--- config.mk ---
export PLATFORM = sky130hd
export DESIGN_NAME = shift595_chain_driver
export DESIGN_NICKNAME = d
export VERILOG_FILES = /design/src/rtl/shift595_pkg.sv /design/src/rtl/shift595_chain_driver_pwm.sv /design/src/rtl/shift595_chain_driver.sv
export SDC_FILE = /design/constraint.sdc
export NUM_CORES = 1
export LEC_CHECK = 0
export CAP_MARGIN = 40
export CORE_MARGIN = 8
export CORE_UTILIZATION = 37
export CTS_CLUSTER_DIAMETER = 50
export DETAILED_ROUTE_END_ITERATION = 16
export GPL_ROUTABILITY_DRIVEN = 0
export GPL_TIMING_DRIVEN = 0
export MAX_ROUTING_LAYER = met4
export SYNTH_ARGS = -nofsm -noshare
export SYNTH_HDL_FRONTEND = slang
export SYNTH_SLANG_ARGS = --single-unit
--- constraint.sdc ---
create_clock -name clk -period 1.5 [get_ports clk]
set_input_delay 0.225 -clock clk [delete_from_list [all_inputs] [get_ports clk]]
set_output_delay 0.225 -clock clk [all_outputs]
set_load 0.01 [all_outputs]
--- src/rtl/shift595_pkg.sv ---
// rtl/shift595_pkg.sv - shared state type and PWM width for the 74HC595 chain driver
package shift595_pkg;

    localparam int PWM_W = 8;

    typedef enum logic [1:0] {
        IDLE  = 2'd0,
        SHIFT = 2'd1,
        LATCH = 2'd2
    } state_t;

endpackage

--- src/rtl/shift595_chain_driver_pwm.sv ---
// rtl/shift595_chain_driver_pwm.sv - free-running PWM dimming of the 595 output enable
// Module shift595_pwm; only instantiated when SHIFT595_PWM_EN is defined.
module shift595_pwm
    import shift595_pkg::*;
(
    input  logic             clk,
    input  logic             rst,
    input  logic [PWM_W-1:0] brightness,
    output logic             oe_n
);

    logic [PWM_W-1:0] pwm_cnt;

    // Outputs stay enabled for `brightness` counts out of every 2**PWM_W.
    always_ff @(posedge clk) begin
        if (rst) begin
            pwm_cnt <= '0;
            oe_n    <= 1'b1;
        end else begin
            pwm_cnt <= pwm_cnt + PWM_W'(1);
            oe_n    <= (pwm_cnt >= brightness);
        end
    end

endmodule

--- src/rtl/shift595_chain_driver.sv ---
// rtl/shift595_chain_driver.sv - serialises a parallel LED pattern into a chain of 74HC595 devices
// Optional macro SHIFT595_PWM_EN adds a brightness input driving led595_oe_n.
module shift595_chain_driver
    import shift595_pkg::*;
#(
    parameter int CHAIN_LEN = 1,
    parameter int CLK_DIV   = 4,
    parameter bit LSB_FIRST = 1'b0
) (
    input  logic                   clk,
    input  logic                   rst,
`ifdef SHIFT595_PWM_EN
    input  logic [PWM_W-1:0]       brightness,
`endif
    input  logic [8*CHAIN_LEN-1:0] led_data,
    input  logic                   update_req,
    output logic                   busy,
    output logic                   done,
    output logic                   led595_dout,
    output logic                   led595_clk,
    output logic                   led595_latch,
    output logic                   led595_oe_n
);

    localparam int N     = 8 * CHAIN_LEN;
    localparam int BIT_W = $clog2(N + 1);
    localparam int DIV_W = $clog2(CLK_DIV + 1);
    localparam logic [BIT_W-1:0] LAST_BIT = BIT_W'(N - 1);
    localparam logic [DIV_W-1:0] LAST_DIV = DIV_W'(CLK_DIV - 1);

    state_t           state;
    logic [N-1:0]     shreg;
    logic [N-1:0]     shadow;
    logic [BIT_W-1:0] bit_cnt;
    logic [DIV_W-1:0] div_cnt;
    logic             pending;
    logic             want;

    assign want = pending || (led_data != shadow) || update_req;

    // The shift register fills with zeros as it empties, so dout is 0 outside SHIFT.
    assign led595_dout = LSB_FIRST ? shreg[0] : shreg[N-1];

    function automatic logic [N-1:0] advance(input logic [N-1:0] v);
        return LSB_FIRST ? (v >> 1) : (v << 1);
    endfunction

    always_ff @(posedge clk) begin
        if (rst) begin
            state        <= IDLE;
            shreg        <= '0;
            shadow       <= '0;
            bit_cnt      <= '0;
            div_cnt      <= '0;
            pending      <= 1'b1;
            busy         <= 1'b0;
            done         <= 1'b0;
            led595_clk   <= 1'b0;
            led595_latch <= 1'b0;
        end else begin
            done    <= 1'b0;
            pending <= want;
            case (state)
                IDLE: begin
                    if (want) begin
                        state      <= SHIFT;
                        shreg      <= led_data;
                        shadow     <= led_data;
                        pending    <= 1'b0;
                        busy       <= 1'b1;
                        bit_cnt    <= '0;
                        div_cnt    <= '0;
                        led595_clk <= 1'b0;
                    end
                end
                SHIFT: begin
                    if (div_cnt == LAST_DIV) begin
                        div_cnt <= '0;
                        if (!led595_clk) begin
                            led595_clk <= 1'b1;
                        end else begin
                            led595_clk <= 1'b0;
                            shreg      <= advance(shreg);
                            if (bit_cnt == LAST_BIT) begin
                                state        <= LATCH;
                                led595_latch <= 1'b1;
                                bit_cnt      <= '0;
                            end else begin
                                bit_cnt <= bit_cnt + BIT_W'(1);
                            end
                        end
                    end else begin
                        div_cnt <= div_cnt + DIV_W'(1);
                    end
                end
                LATCH: begin
                    if (div_cnt == LAST_DIV) begin
                        state        <= IDLE;
                        div_cnt      <= '0;
                        led595_latch <= 1'b0;
                        busy         <= 1'b0;
                        done         <= 1'b1;
                    end else begin
                        div_cnt <= div_cnt + DIV_W'(1);
                    end
                end
                default: state <= IDLE;
            endcase
        end
    end

`ifdef SHIFT595_PWM_EN
    shift595_pwm u_pwm (
        .clk        (clk),
        .rst        (rst),
        .brightness (brightness),
        .oe_n       (led595_oe_n)
    );
`else
    assign led595_oe_n = 1'b0;
`endif

endmodule

==> flow_summary.yaml, run 1 <==
final_layout:
  final.fill_count: 351
  antenna_cells_inserted: 0
  drive_gt1_share_pct: 41.2
  regArea_um2: 609
  final_nets: 243
  synthToLayoutAreaGrowth_pct: 55.1
  multi_input_area_mm2: 0.00111
grt:
  antenna_found_initial: 0
  largest_net_degree_at_the_start_of_global_routing: 11
  grt_first_pass_wirelength_um: 7240
  grt-ovfl-total: 0
  grt_pass1_vias: 1520
  global_router_s_overall_resource_usage_pct: 14.6
synth:
  mean_instance_size_in_the_synthesized_netlist_um2: 8.92
  synth_enable_flop_cells: 0
  post_synth_mux_area_share_pct: 11.0
  ys_ff_latch: 30
  synth_async_sr_flop_share_pct: 0
  synth.yosys.seq_area_share_pct: 38.5
  synth-xor-area-share_pct: 5.05
  synth_top_family_by_area: "compound AO/OA/AOI/OAI gates"
  synthAdderAreaFrac_pct: 4.01
  simple_logic_cell_fraction_of_the_synthesized_area_pct: 18.5
  post_synth_inst_count: 175
  post_synth_main_area_contributors: "sky130_fd_sc_hd__dfxtp_1, sky130_fd_sc_hd__mux2i_1, sky130_fd_sc_hd__a21oi_1"
  synth-compound-area-share_pct: 18.8
  post_synth_top_area_cell: "sky130_fd_sc_hd__dfxtp_1"
  netlist.area_leader.share_pct: 38.5
  yosys_warnings: 0
  syn_area_mm2: 0.00156
  post_synth_net_total: 191
  synth_cell_types: 39
  ys_dominant_reg_cell: "sky130_fd_sc_hd__dfxtp_1"
timing:
  period_needed_ps: 1670
  fmaxAchievable_mhz: 601
  final-setup-viol-count: 29
  rsz0062_at_grt: "yes"
  finalCritPeriodShare_pct: 111
  timing.slew.headroom_pct: 56.3
  minimum_setup_slack_in_the_final_design_ps: -165
  clock_skew_ps: 9.03
  report.final.hold_viol_count: 0
  tightest_slew_ps: 656
  final.setup.tns_ps: -1790
  final_max_slew_viol_count: 0
worst_setup_path:
  critical_path_required_ps: 1640
  timing.reg2reg.setup_slack_ps: -170
  criticalPathCategory: "reg2reg"
  critPathBufInv: 5
  arrival_time_at_the_worst_endpoint_ps: 1810
  crit_path_max_incr_delay_ps: 350
  cp_common_cell: "sky130_fd_sc_hd__buf_4"
  crit_chain: "inv_4 -> ha_4 -> buf_8 -> buf_4 -> o21ai_4 -> a21boi_4 -> buf_6 -> buf_4 -> a211oi_2"
  crit_path_max_fanout: 6
  startpoint_type_of_the_worst_setup_path: "flop"
  critPathSlowestCell: "sky130_fd_sc_hd__dfxtp_2"
  timing.critical_path.to_type: "flop"
  critical_path.top_delay_family: "buffers and inverters"
outcome:
  failed_checks: "setup timing"
  status: "finished with violations"
worst_hold_path:
  hold_path.class: "in2reg"
pwr:
  ir_worst_vdd_v: 0.000916
  power.density_cell_area_mw_per_mm2: 2040
  leakagePower_nw: 0.964
  totalPowerFinal_mw: 4.93
floorplan:
  chipWidth_um: 81.0
  initial_utilization_pct: 38.8
  top_level_ports: 17
  fp-row-count: 23
  total_die_area_mm2: 0.00656
  die-height_um: 81.0
  core_area_mm2: 0.00403
clock_network:
  clock_latency_ps: 280
  post_cts_hold_buffers: 0
  clock_tree.htree_level_count: 2
  clk_pin_slew_ps: 70
  clock_path_buffers: 2
  tritoncts_clock_tree: "done"
  clock_tree.root_cell: "sky130_fd_sc_hd__clkbuf_8"
  clock_sink_count: 30
  cts_buffer_count: 5
placed_design:
  port-buffer-count: 15
  dp_hpwl_um: 2850
route:
  ant_nets: 0
  detailed_routing_iteration_count_for_the_pre_antenna_repair_pass: 4
  viasPerCell: 5.67
  drt_iter0_markers: 156
  finalWirelength_um: 4860
  drc_violations: 0
  routed_wire_length_per_instance_um: 17.5
  dr_total_vias: 1576
run:
  drv_cap: 0
layout by cell type (no fill, tap or decap), types with 2 or more instances in the layout:
master / count
sky130_fd_sc_hd__dfxtp_1: 25
sky130_fd_sc_hd__buf_4: 20
sky130_fd_sc_hd__mux2i_1: 16
sky130_fd_sc_hd__nor2_1: 14
sky130_fd_sc_hd__buf_6: 11
sky130_fd_sc_hd__clkbuf_8: 9
sky130_fd_sc_hd__a21oi_2: 9
sky130_fd_sc_hd__a21oi_1: 8
sky130_fd_sc_hd__nand2_1: 8
sky130_fd_sc_hd__dlygate4sd2_1: 8
sky130_fd_sc_hd__a311oi_1: 7
sky130_fd_sc_hd__clkdlybuf4s50_1: 7
sky130_fd_sc_hd__xnor2_1: 6
sky130_fd_sc_hd__nand4_1: 5
sky130_fd_sc_hd__buf_2: 4
sky130_fd_sc_hd__nand3_2: 4
sky130_fd_sc_hd__o21ai_1: 4
sky130_fd_sc_hd__dfxtp_2: 4
sky130_fd_sc_hd__a22oi_1: 3
sky130_fd_sc_hd__a21o_1: 3
sky130_fd_sc_hd__ha_4: 3
sky130_fd_sc_hd__buf_8: 2
sky130_fd_sc_hd__and2_1: 2
sky130_fd_sc_hd__xnor2_2: 2
sky130_fd_sc_hd__nor3_2: 2
sky130_fd_sc_hd__nor3_1: 2
sky130_fd_sc_hd__nand3_1: 2
sky130_fd_sc_hd__nor2b_1: 2
sky130_fd_sc_hd__a311oi_2: 2
sky130_fd_sc_hd__o21ai_2: 2
sky130_fd_sc_hd__ha_1: 2
cells by family (layout without fill, tap and decap cells):
kind of cell               Yosys count  after routing
and+or+nand+nor                     53             53
AOI/OAI and AO/OA                   45             45
DFF                                 30             30
muxes                               17             17
buffers and inverters               15             68
xor gates and xnor gates             9              9
adders and majority gates            5              5
other                                1              1
synthesized netlist by cell type (all sizes together), types with 3 or more instances:
| library cell | count |
|---|---|
| ha | 5 |
| o21ai | 8 |
| a22oi | 3 |
| inv | 3 |
| xnor2 | 8 |
| mux2i | 16 |
| nor2 | 15 |
| nand3 | 6 |
| dfxtp | 30 |
| clkbuf | 5 |
| a21o | 3 |
| nand2 | 8 |
| nor2b | 3 |
| buf | 7 |
| a21oi | 17 |
| nand4 | 5 |
| nor3 | 4 |
| a311oi | 9 |
layer usage:
metal,routed length [um],track usage [%],vias to the layer above
li1,-,-,743
met1,1980,15.7,777
met2,2570,25.8,47
met3,232,3.09,9
met4,74,5.00,0
met5,0,-,-
per-stage QoR:
stage	setup slack, ps	utilization [%]	hold slack, ps	instance area, um2	std cells
3_3_place_gp	-606	45.0	467	1810	240
3_5_place_dp	-722	45.0	478	1810	240
4_1_cts	-95.5	56.0	393	2260	271
2_1_floorplan	0.741	-	373	1600	175
6_report	-165	60.1	388	2420	278
5_1_grt	-218	60.1	437	2420	278
final timing paths:
path | endpoint | start | cells past startpoint
worst max-delay path | state[0]$_SDFFE_PP0P_ | state[1]$_SDFFE_PP0P_ | 9
worst min-delay path | shadow[4]$_SDFFE_PP0P_ | led_data[4] | 3
worst max register to register | state[0]$_SDFFE_PP0P_ | state[1]$_SDFFE_PP0P_ | 9
worst min register to register | shreg[0]$_SDFFE_PP0P_ | shreg[0]$_SDFFE_PP0P_ | 2
state kept, by name (all words and copies together), names as in the netlist, 2 cells and up:
name and flops:
div_cnt 3, shadow 8, state 2, shreg 8
bit_cnt 4
final cells by class:
cell class                 count  area share, %
inverter                       3          0.775
tap                           50           2.58
timing repair buffer          45           17.3
clock buffer                   8           4.55
sequential                    30           25.2
multi-input combinational    130           45.9
buffer                        12           3.77
tightest hold or removal path, cell delays in order:
cell and delay, ps:
sky130_fd_sc_hd__dlygate4sd2_1 250, sky130_fd_sc_hd__mux2i_1 80, sky130_fd_sc_hd__nor2_1 80
power by group:
| part | switching [mW] | internal (mW) |
|---|---|---|
| Sequential | 0.178 | 1.05 |
| Clock | 0.310 | 0.463 |
| Combinational | 1.32 | 1.61 |
repair_timing:
item	in CTS	in global routing
hold endpoints to repair	0	0
endpoints found under the setup margin	30	20
cloned	1	1
pin swaps	18	19
gates resized for setup	53	34
buffers inserted	22	8
Note: power is estimated with default switching activity, not from simulation.
==> run 2, diff against run 1 <==
--- a/config.mk
+++ b/config.mk
@@ -6,7 +6,7 @@
 export NUM_CORES = 1
 export LEC_CHECK = 0
 export CAP_MARGIN = 40
-export CORE_MARGIN = 8
+export CORE_ASPECT_RATIO = 1.1
 export CORE_UTILIZATION = 37
 export CTS_CLUSTER_DIAMETER = 50
 export DETAILED_ROUTE_END_ITERATION = 16
==> flow_summary.yaml, run 2 (synthesis gave the netlist of run 1 again) <==
clock_network:
  clock_latency_ps: 290
  clock_tree.htree_level_count: 2
  clock_sink_count: 30
  post_cts_hold_buffers: 0
  clk_pin_slew_ps: 60
  cts_buffer_count: 5
  clock_path_buffers: 2
  tritoncts_clock_tree: "done"
  clock_tree.root_cell: "sky130_fd_sc_hd__clkbuf_8"
route:
  dr_total_vias: 1517
  routed_wire_length_per_instance_um: 17.0
  finalWirelength_um: 4630
  drt_iter0_markers: 70
  drc_violations: 0
  viasPerCell: 5.56
  ant_nets: 0
  detailed_routing_iteration_count_for_the_pre_antenna_repair_pass: 5
final_layout:
  drive_gt1_share_pct: 40.7
  largest_registers_ranked_by_flip_flop_count: "shadow x8, shreg x8, bit_cnt x4"
  synthToLayoutAreaGrowth_pct: 52.7
  final.fill_count: 344
  layout.cells.most_common_list: "sky130_fd_sc_hd__dfxtp_1, sky130_fd_sc_hd__buf_4, sky130_fd_sc_hd__mux2i_1, sky130_fd_sc_hd__nor2_1, sky130_fd_sc_hd__a21oi_1"
  post-route-util_pct: 59.7
  antenna_cells_inserted: 0
  final_nets: 238
  final_design_area_no_fill_mm2: 0.00238
  layout.cells.most_common: "sky130_fd_sc_hd__dfxtp_1"
worst_setup_path:
  timing.reg2reg.setup_slack_ps: -120
  critical_path_required_ps: 1720
  criticalPathCategory: "reg2reg"
  startpoint_type_of_the_worst_setup_path: "flop"
  crit_path_max_fanout: 5
  timing.critical_path.to_type: "flop"
  arrival_time_at_the_worst_endpoint_ps: 1840
pwr:
  netSwitchingPower_mw: 1.71
  internal-power_mw: 2.84
  totalPowerFinal_mw: 4.55
  pwr-share-clk_pct: 14.2
  leakagePower_nw: 0.975
  power.density_cell_area_mw_per_mm2: 1910
  ir_worst_vdd_v: 0.00102
  sw_frac_of_total_pct: 37.7
  sequentialPowerShare_pct: 27.6
  comb_pwr_share_pct: 58.2
grt:
  antenna_found_initial: 0
  largest_net_degree_at_the_start_of_global_routing: 11
  grt_first_pass_wirelength_um: 6800
  grt-ovfl-total: 0
  global_router_s_overall_resource_usage_pct: 20.5
  grt_pass1_vias: 1402
floorplan:
  die-height_um: 70.1
  initial_utilization_pct: 39.1
  top_level_ports: 17
  fp-row-count: 24
  core_area_mm2: 0.00399
  chipWidth_um: 63.9
  total_die_area_mm2: 0.00448
placed_design:
  port-buffer-count: 15
  placed_area_mm2: 0.00182
  dp_hpwl_um: 2660
  dp_slack_ps: -678
timing:
  finalCritPeriodShare_pct: 108
  clock_skew_ps: 8.90
  minimum_setup_slack_in_the_final_design_ps: -123
  report.final.hold_viol_count: 0
  timing.slew.headroom_pct: 64.2
  tightest_slew_ps: 537
  fmaxAchievable_mhz: 616
  period_needed_ps: 1620
  final_max_slew_viol_count: 0
  final-setup-viol-count: 17
  rsz0062_at_grt: "yes"
outcome:
  status: "finished with violations"
  failed_checks: "setup timing"
run:
  drv_cap: 0
worst_hold_path:
  hold_path.class: "in2reg"
## run 2: cell count changes in the layout (fill, tap and decap cells not counted), sizes merged
cell,previous run,this run
buf,39,32
clkdlybuf4s50,7,6
dlymetal6s2s,0,1
## run 2: cell type report
cell class              count  area, um2  share of cell area [%]
well taps                  52       65.1                    2.73
plain buffers              12        105                    4.41
repair buffers             40        372                    15.6
clock buffers               6       82.6                    3.46
multi-input cells         130       1120                    47.0
inverters                   3       23.8                   0.997
flip-flops and latches     30        616                    25.8
## run 2: final timing paths
kind                                 from                      end  cells past startpoint
setup reg to reg   shadow[2]$_SDFFE_PP0P_    shreg[0]$_SDFFE_PP0P_                      6
setup / recovery   shadow[2]$_SDFFE_PP0P_    shreg[0]$_SDFFE_PP0P_                      6
hold / removal                led_data[4]   shadow[4]$_SDFFE_PP0P_                      3
hold reg to reg   div_cnt[1]$_SDFFE_PP0P_  div_cnt[1]$_SDFFE_PP0P_                      2
## run 2: power by group through the flow
| stage | clock (mW) | sequential, mW | combinational [mW] |
|---|---|---|---|
| after floorplan | 0 | 1.18 | 1.22 |
| after detailed placement | 0 | 1.20 | 1.60 |
| after global routing | 0.691 | 1.28 | 2.84 |
| after CTS | 0.661 | 1.21 | 2.29 |
| after global placement | 0 | 1.18 | 1.56 |
| final | 0.646 | 1.26 | 2.65 |
## run 2: through the flow
stage | hold WS, ps | setup TNS, ps | cells
2_1_floorplan | 373 | 0 | 175
3_3_place_gp | 466 | -12650 | 242
5_1_grt | 452 | -2640 | 273
3_5_place_dp | 468 | -13950 | 242
6_report | 420 | -1080 | 273
4_1_cts | 389 | -546 | 265
## run 2: metal layers
metal / up-vias / wire (um) / track usage, %
li1: 731 / - / -
met1: 732 / 1850 / 23.2
met2: 43 / 2430 / 35.3
met3: 11 / 236 / 4.58
met4: 0 / 116 / 6.82
met5: - / 0 / -
## run 2: worst max-delay path, cell delays in order, from the launching register on
cell and delay, ps:
sky130_fd_sc_hd__dfxtp_1 320, sky130_fd_sc_hd__xnor2_1 240, sky130_fd_sc_hd__nand3_2 160, sky130_fd_sc_hd__nor4_4 380, sky130_fd_sc_hd__buf_2 230, sky130_fd_sc_hd__o21ai_0 100
sky130_fd_sc_hd__a21oi_1 130
## run 2: repair_timing
item | 4_1_cts | 5_1_grt
gates cloned | 2 | 2
pin swaps | 14 | 21
gates resized for setup | 39 | 49
buffers inserted | 16 | 6
endpoints found under the setup margin | 29 | 22
==> run 3, diff against run 2 <==
--- a/config.mk
+++ b/config.mk
@@ -9,6 +9,7 @@
 export CORE_ASPECT_RATIO = 1.1
 export CORE_UTILIZATION = 37
 export CTS_CLUSTER_DIAMETER = 50
+export CTS_CLUSTER_SIZE = 20
 export DETAILED_ROUTE_END_ITERATION = 16
 export GPL_ROUTABILITY_DRIVEN = 0
 export GPL_TIMING_DRIVEN = 0
==> results of run 3 <==
The final DEF is identical to that of run 2; final timing and power are the same.
